[src/rtl/dmem_arbiter.sv]
// -----------------------------------------------------------------------------
// dmem_arbiter
//
// Shares the single-port data memory between the processor core's load/store
// path and a host port used to preload operands and read back results.
//
// Policy
//   SHARE : the core wins a conflict, but once the host has waited MAX_WAIT
//           consecutive cycles it is granted and the core stalls for that one
//           cycle.
//   OWN   : entered when a host grant carries host_lock. The host is granted
//           on every request and the core stalls whenever it requests. Left on
//           the first edge where host_lock is low.
//
// Ports
//   clk, reset              clock (rising edge), asynchronous active-low reset
//   core_req/we/addr/wdata  core access request (held while core_stall = 1)
//   core_rdata              load data, combinational copy of mem_rdata
//   core_stall              core must hold PC and request this cycle
//   host_req/we/lock/addr/wdata  host request, held until host_gnt
//   host_gnt                host request accepted this cycle
//   host_rvalid/host_rdata  registered host read data, rvalid is a 1-cycle pulse
//   mem_wr_en/rd_en/addr/wdata, mem_rdata   to/from dat_mem (combinational read)
// -----------------------------------------------------------------------------
module dmem_arbiter #(
  parameter int AW       = 8,
  parameter int DW       = 8,
  parameter int MAX_WAIT = 4
) (
  input  logic          clk,
  input  logic          reset,
  // core load/store path
  input  logic          core_req,
  input  logic          core_we,
  input  logic [AW-1:0] core_addr,
  input  logic [DW-1:0] core_wdata,
  output logic [DW-1:0] core_rdata,
  output logic          core_stall,
  // host port
  input  logic          host_req,
  input  logic          host_we,
  input  logic          host_lock,
  input  logic [AW-1:0] host_addr,
  input  logic [DW-1:0] host_wdata,
  output logic          host_gnt,
  output logic          host_rvalid,
  output logic [DW-1:0] host_rdata,
  // data memory
  output logic          mem_wr_en,
  output logic          mem_rd_en,
  output logic [AW-1:0] mem_addr,
  output logic [DW-1:0] mem_wdata,
  input  logic [DW-1:0] mem_rdata
);

  localparam int            WW       = $clog2(MAX_WAIT + 1);
  localparam logic [WW-1:0] WAIT_MAX = WW'(MAX_WAIT);

  typedef enum logic {
    ST_SHARE = 1'b0,
    ST_OWN   = 1'b1
  } state_t;

  state_t        state;
  state_t        state_nxt;
  logic [WW-1:0] wcnt;
  logic          core_served;

  // Load data is never registered here: the core sees the memory's
  // combinational read in the same cycle it is served.
  assign core_rdata = mem_rdata;

  // ---------------------------------------------------------------------------
  // Grant, stall, memory mux and next state.
  // NOTE: every output of this block gets a default before any branch, so no
  // path leaves a signal unassigned and no latch is inferred.
  // ---------------------------------------------------------------------------
  always_comb begin
    host_gnt    = 1'b0;
    core_stall  = 1'b0;
    core_served = 1'b0;
    mem_wr_en   = 1'b0;
    mem_rd_en   = 1'b0;
    mem_addr    = '0;
    mem_wdata   = '0;
    state_nxt   = state;

    // While reset is low everything stays at its default, so grants, stalls
    // and memory strobes drop immediately, even in the middle of a cycle.
    if (reset) begin
      case (state)
        ST_SHARE: begin
          // Core has priority until the host has waited MAX_WAIT cycles.
          host_gnt    = host_req & (~core_req | (wcnt == WAIT_MAX));
          core_stall  = core_req & host_gnt;
          core_served = core_req & ~host_gnt;
          if (host_gnt && host_lock) state_nxt = ST_OWN;
        end
        ST_OWN: begin
          host_gnt    = host_req;
          core_stall  = core_req;
          if (!host_lock) state_nxt = ST_SHARE;
        end
      endcase

      if (host_gnt) begin
        mem_addr  = host_addr;
        mem_wdata = host_wdata;
        mem_wr_en = host_we;
        mem_rd_en = ~host_we;
      end else if (core_served) begin
        mem_addr  = core_addr;
        mem_wdata = core_wdata;
        mem_wr_en = core_we;
        mem_rd_en = ~core_we;
      end
    end
  end

  // ---------------------------------------------------------------------------
  // State, wait counter and host read-data register.
  // NOTE: sequential state uses non-blocking assignments so every register
  // samples the pre-edge values, independent of statement order.
  // ---------------------------------------------------------------------------
  always_ff @(posedge clk or negedge reset) begin
    if (!reset) begin
      state       <= ST_SHARE;
      wcnt        <= '0;
      host_rvalid <= 1'b0;
      host_rdata  <= '0;
    end else begin
      state <= state_nxt;

      // Counts consecutive cycles the host has been refused; any grant or a
      // dropped request starts the count over.
      if (host_req && !host_gnt) begin
        if (wcnt != WAIT_MAX) wcnt <= wcnt + WW'(1);
      end else begin
        wcnt <= '0;
      end

      // rvalid pulses for exactly the cycle after a host read grant; the data
      // itself is held until the next host read.
      host_rvalid <= host_gnt & ~host_we;
      if (host_gnt && !host_we) host_rdata <= mem_rdata;
    end
  end

endmodule

[config.mk]
export PLATFORM = sky130hd
export DESIGN_NAME = dmem_arbiter
export DESIGN_NICKNAME = d
export VERILOG_FILES = /design/src/rtl/dmem_arbiter.sv
export SDC_FILE = /design/constraint.sdc
export NUM_CORES = 1
export LEC_CHECK = 0
export CELL_PAD_IN_SITES_DETAIL_PLACEMENT = 0
export CELL_PAD_IN_SITES_GLOBAL_PLACEMENT = 1
export CORE_MARGIN = 5
export CORE_UTILIZATION = 22
export DETAILED_ROUTE_END_ITERATION = 7
export PLACE_DENSITY_LB_ADDON = 0.1
export SKIP_LAST_GASP = 1
export SYNTH_ARGS = -nofsm -noshare
export SYNTH_HDL_FRONTEND = slang
export SYNTH_SLANG_ARGS = --single-unit
export TNS_END_PERCENT = 10
[constraint.sdc]
create_clock -name clk -period 3.15 [get_ports clk]
set_input_delay 0.315 -clock clk [delete_from_list [all_inputs] [get_ports clk]]
set_output_delay 0.315 -clock clk [all_outputs]
set_load 0.05 [all_outputs]
==> metrics.cfg <==
[detailed_routing]
drc_errors = 0
drtIter0Drc = 15
wirelength_um = 2865
via_per_inst = 4.507
post_drt_wl_per_cell_um = 14.11
drtAntennaViolNets = 0
vias = 915
detailedRoute.firstPassIterationCount = 4

[placed_design]
dp_slack_ns = 0.6442
dpl_cell_area_mm2 = 0.001889
portBuffers = 83
gp_congestion = 0.7660
dp_hpwl_um = 2543

[grt]
grt_pass1_vias = 1020
antenna_found_initial = 0
overflow = 0
grt_max_degree = 23
grt_pass1_wl_um = 4609
grt_util_all_layers = 0.1120

[cts]
cts_resized = 0
ctsRootBufferMaster = clkbuf_8
cts_buffers = 3
clock_latency_ns = 0.24
clock_path_buffers = 2
postCtsSetupBuffers = 0
cts_hold_buf = 0
cts_tree = built
cts_max_level = 1
clkTransAtPathRegs_ns = 0.05
cts_num_sinks = 13

[sta]
fin_skew_ns = 0.002135
setup_viol = 0
tightest_slew_ns = 0.6990
maxSlewViolCount = 0
slew_headroom = 0.5340
rsz0062_at_grt = false
fin_ws_ns = 0.5574
fin_crit_ns = 2.593
fmax_mhz = 385.7
setup_tns_ns = 0
finalCritPeriodShare = 0.8231
hold_viol = 0

[power]
power_leakage_nw = 0.8097
seqPwrFrac = 0.258
power_density_mw_per_mm2 = 435.8
p_int_w = 0.0005053
p_sw_w = 0.0003382
combPwrFrac = 0.572
peakVddDrop_uv = 150.4
clock_power_share = 0.170
swShare = 0.4010

[die]
die_x_um = 73.59
core.rowCount = 23
fp.dieH_um = 73.59
core_area_mm2 = 0.003971
dieArea_mm2 = 0.005415
ios = 84
initial_core_util = 0.2240

[yosys]
syn_inst = 76
synth_warnings = 0
synth_cell_types = 23
seq_area_frac_synth = 0.3657
syn_nets = 125
synth.avg_cell_area_um2 = 11.71
syn-cell-area_um2 = 889.6
ys_ff_latch = 13

[critical_path]
cp-start-kind = flip-flop
cp.arrival_ns = 2.28
worst-path-max-fanout = 22
crit_type = reg -> out
worstPathRequired_ns = 2.83
critPathCaptureType = output port

[hold_path]
worstHoldPathType = in -> async

[cells_and_area]
final_layout_size_suffix_gt1_frac = 0.3072
postLayoutCellArea_mm2 = 0.001936
multi_input_area_um2 = 442.9
num-nets-final = 203
area_growth_pct = 117.6
layout_commonest_cell = clkdlybuf4s50_1
fin_util = 0.4874
regArea_um2 = 325.3
antennaDiodeCount = 0
fill_cells = 364
final_cell_mix = 64 x clkdlybuf4s50_1, 19 x buf_12, 13 x dfrtp_1, 10 x a22o_2

[job]
max-cap-violations = 0

[run_status]
status = complete, no violations

==> power groups by stage <==
stage	registers [W]	logic (W)	clock network (W)
2_1_floorplan	0.000313	0.000178	0
3_3_place_gp	0.000220	0.000484	0
3_5_place_dp	0.000221	0.000488	0
4_1_cts	0.000218	0.000489	0.000149
5_1_grt	0.000221	0.000505	0.000159
6_report	0.000218	0.000483	0.000143
==> logic make-up after synthesis <==
group                    share of synthesized area
buffers and inverters                       0.1364
AO/OA/AOI/OAI                               0.2982
adder cells (fa/ha/maj)                    0.02812
AND/OR/NAND/NOR                            0.04922
flip-flops                                  0.3657
XOR/XNOR                                  0.009847
multiplexers                                0.1125
==> per-stage QoR <==
stage               power (W)  std cells  hold slack, ns
global route        0.0008850        203          0.3715
finish              0.0008436        203          0.3574
floorplan           0.0004910         76         0.01941
global placement    0.0007040        199          0.4848
CTS                 0.0008561        203          0.3614
detailed placement  0.0007086        199          0.4913
==> worst max-delay path, cell delays in order, from the launching register on <==
cell and delay [ns]:
dfrtp_1 0.39, inv_1 0.06, ha_1 0.27, a21bo_2 0.27, o211a_1 0.48, a22o_2 0.41
buf_12 0.15
==> Yosys cell counts <==
library cell,n,share of area
a21bo_2,1,0.011
a22o_2,10,0.11
a21oi_1,1,0.0056
a311oi_4,1,0.030
buf_2,1,0.0056
nand2_2,1,0.0070
ha_1,2,0.028
dfrtp_1,13,0.37
mux2_2,8,0.10
mux2i_1,1,0.011
nor3b_1,3,0.025
a22o_1,8,0.079
nand3b_1,1,0.0084
buf_6,3,0.038
nor2_1,1,0.0042
o211a_1,1,0.011
o21ai_0,1,0.0056
inv_1,6,0.025
xnor2_1,1,0.0098
a31oi_1,2,0.014
o2111ai_4,1,0.030
nand2_1,1,0.0042
buf_4,8,0.068
==> flip-flops by register name, summed over array words and instances, names as in the netlist <==
signal and flops:
host_rdata 8, host_rvalid 1, state 1, wcnt 3
==> metal layers <==
layer / wire [um] / share of wire / global-route usage / vias to the layer above
met1: 984 / 0.34 / 0.1081 / 413
met3: 620 / 0.22 / 0.09029 / 2
met2: 1241 / 0.43 / 0.1742 / 69
met4: 19 / 0.0066 / 0.04829 / 0
li1: - / - / - / 431
met5: 0 / 0 / 0 / -
==> cell type report <==
| type | instances | area share |
|---|---|---|
| repair buffers | 85 | 0.5352 |
| multi-input cells | 45 | 0.2288 |
| flip-flops and latches | 13 | 0.1681 |
| well taps | 50 | 0.03232 |
| clock buffers | 3 | 0.02133 |
| inverters | 6 | 0.01164 |
| clock inverters | 1 | 0.002586 |
==> path summary, 6_finish.rpt <==
| path | start | endpoint | slack (ns) | cells past startpoint |
|---|---|---|---|---|
| max | wcnt[0] | mem_wdata[6] | 0.56 | 6 |
| min in group clk | host_rdata[4] | host_rdata[4] | 0.50 | 1 |
| max reg2reg | wcnt[0] | wcnt[1] | 1.30 | 5 |
| min reg2reg | host_rdata[4] | host_rdata[4] | 0.50 | 1 |
| max in group asynchronous | reset | host_rdata[4] | 2.32 | 2 |
| min | reset | wcnt[0] | 0.36 | 1 |
No activity file was read; power rests on OpenSTA's default activity.
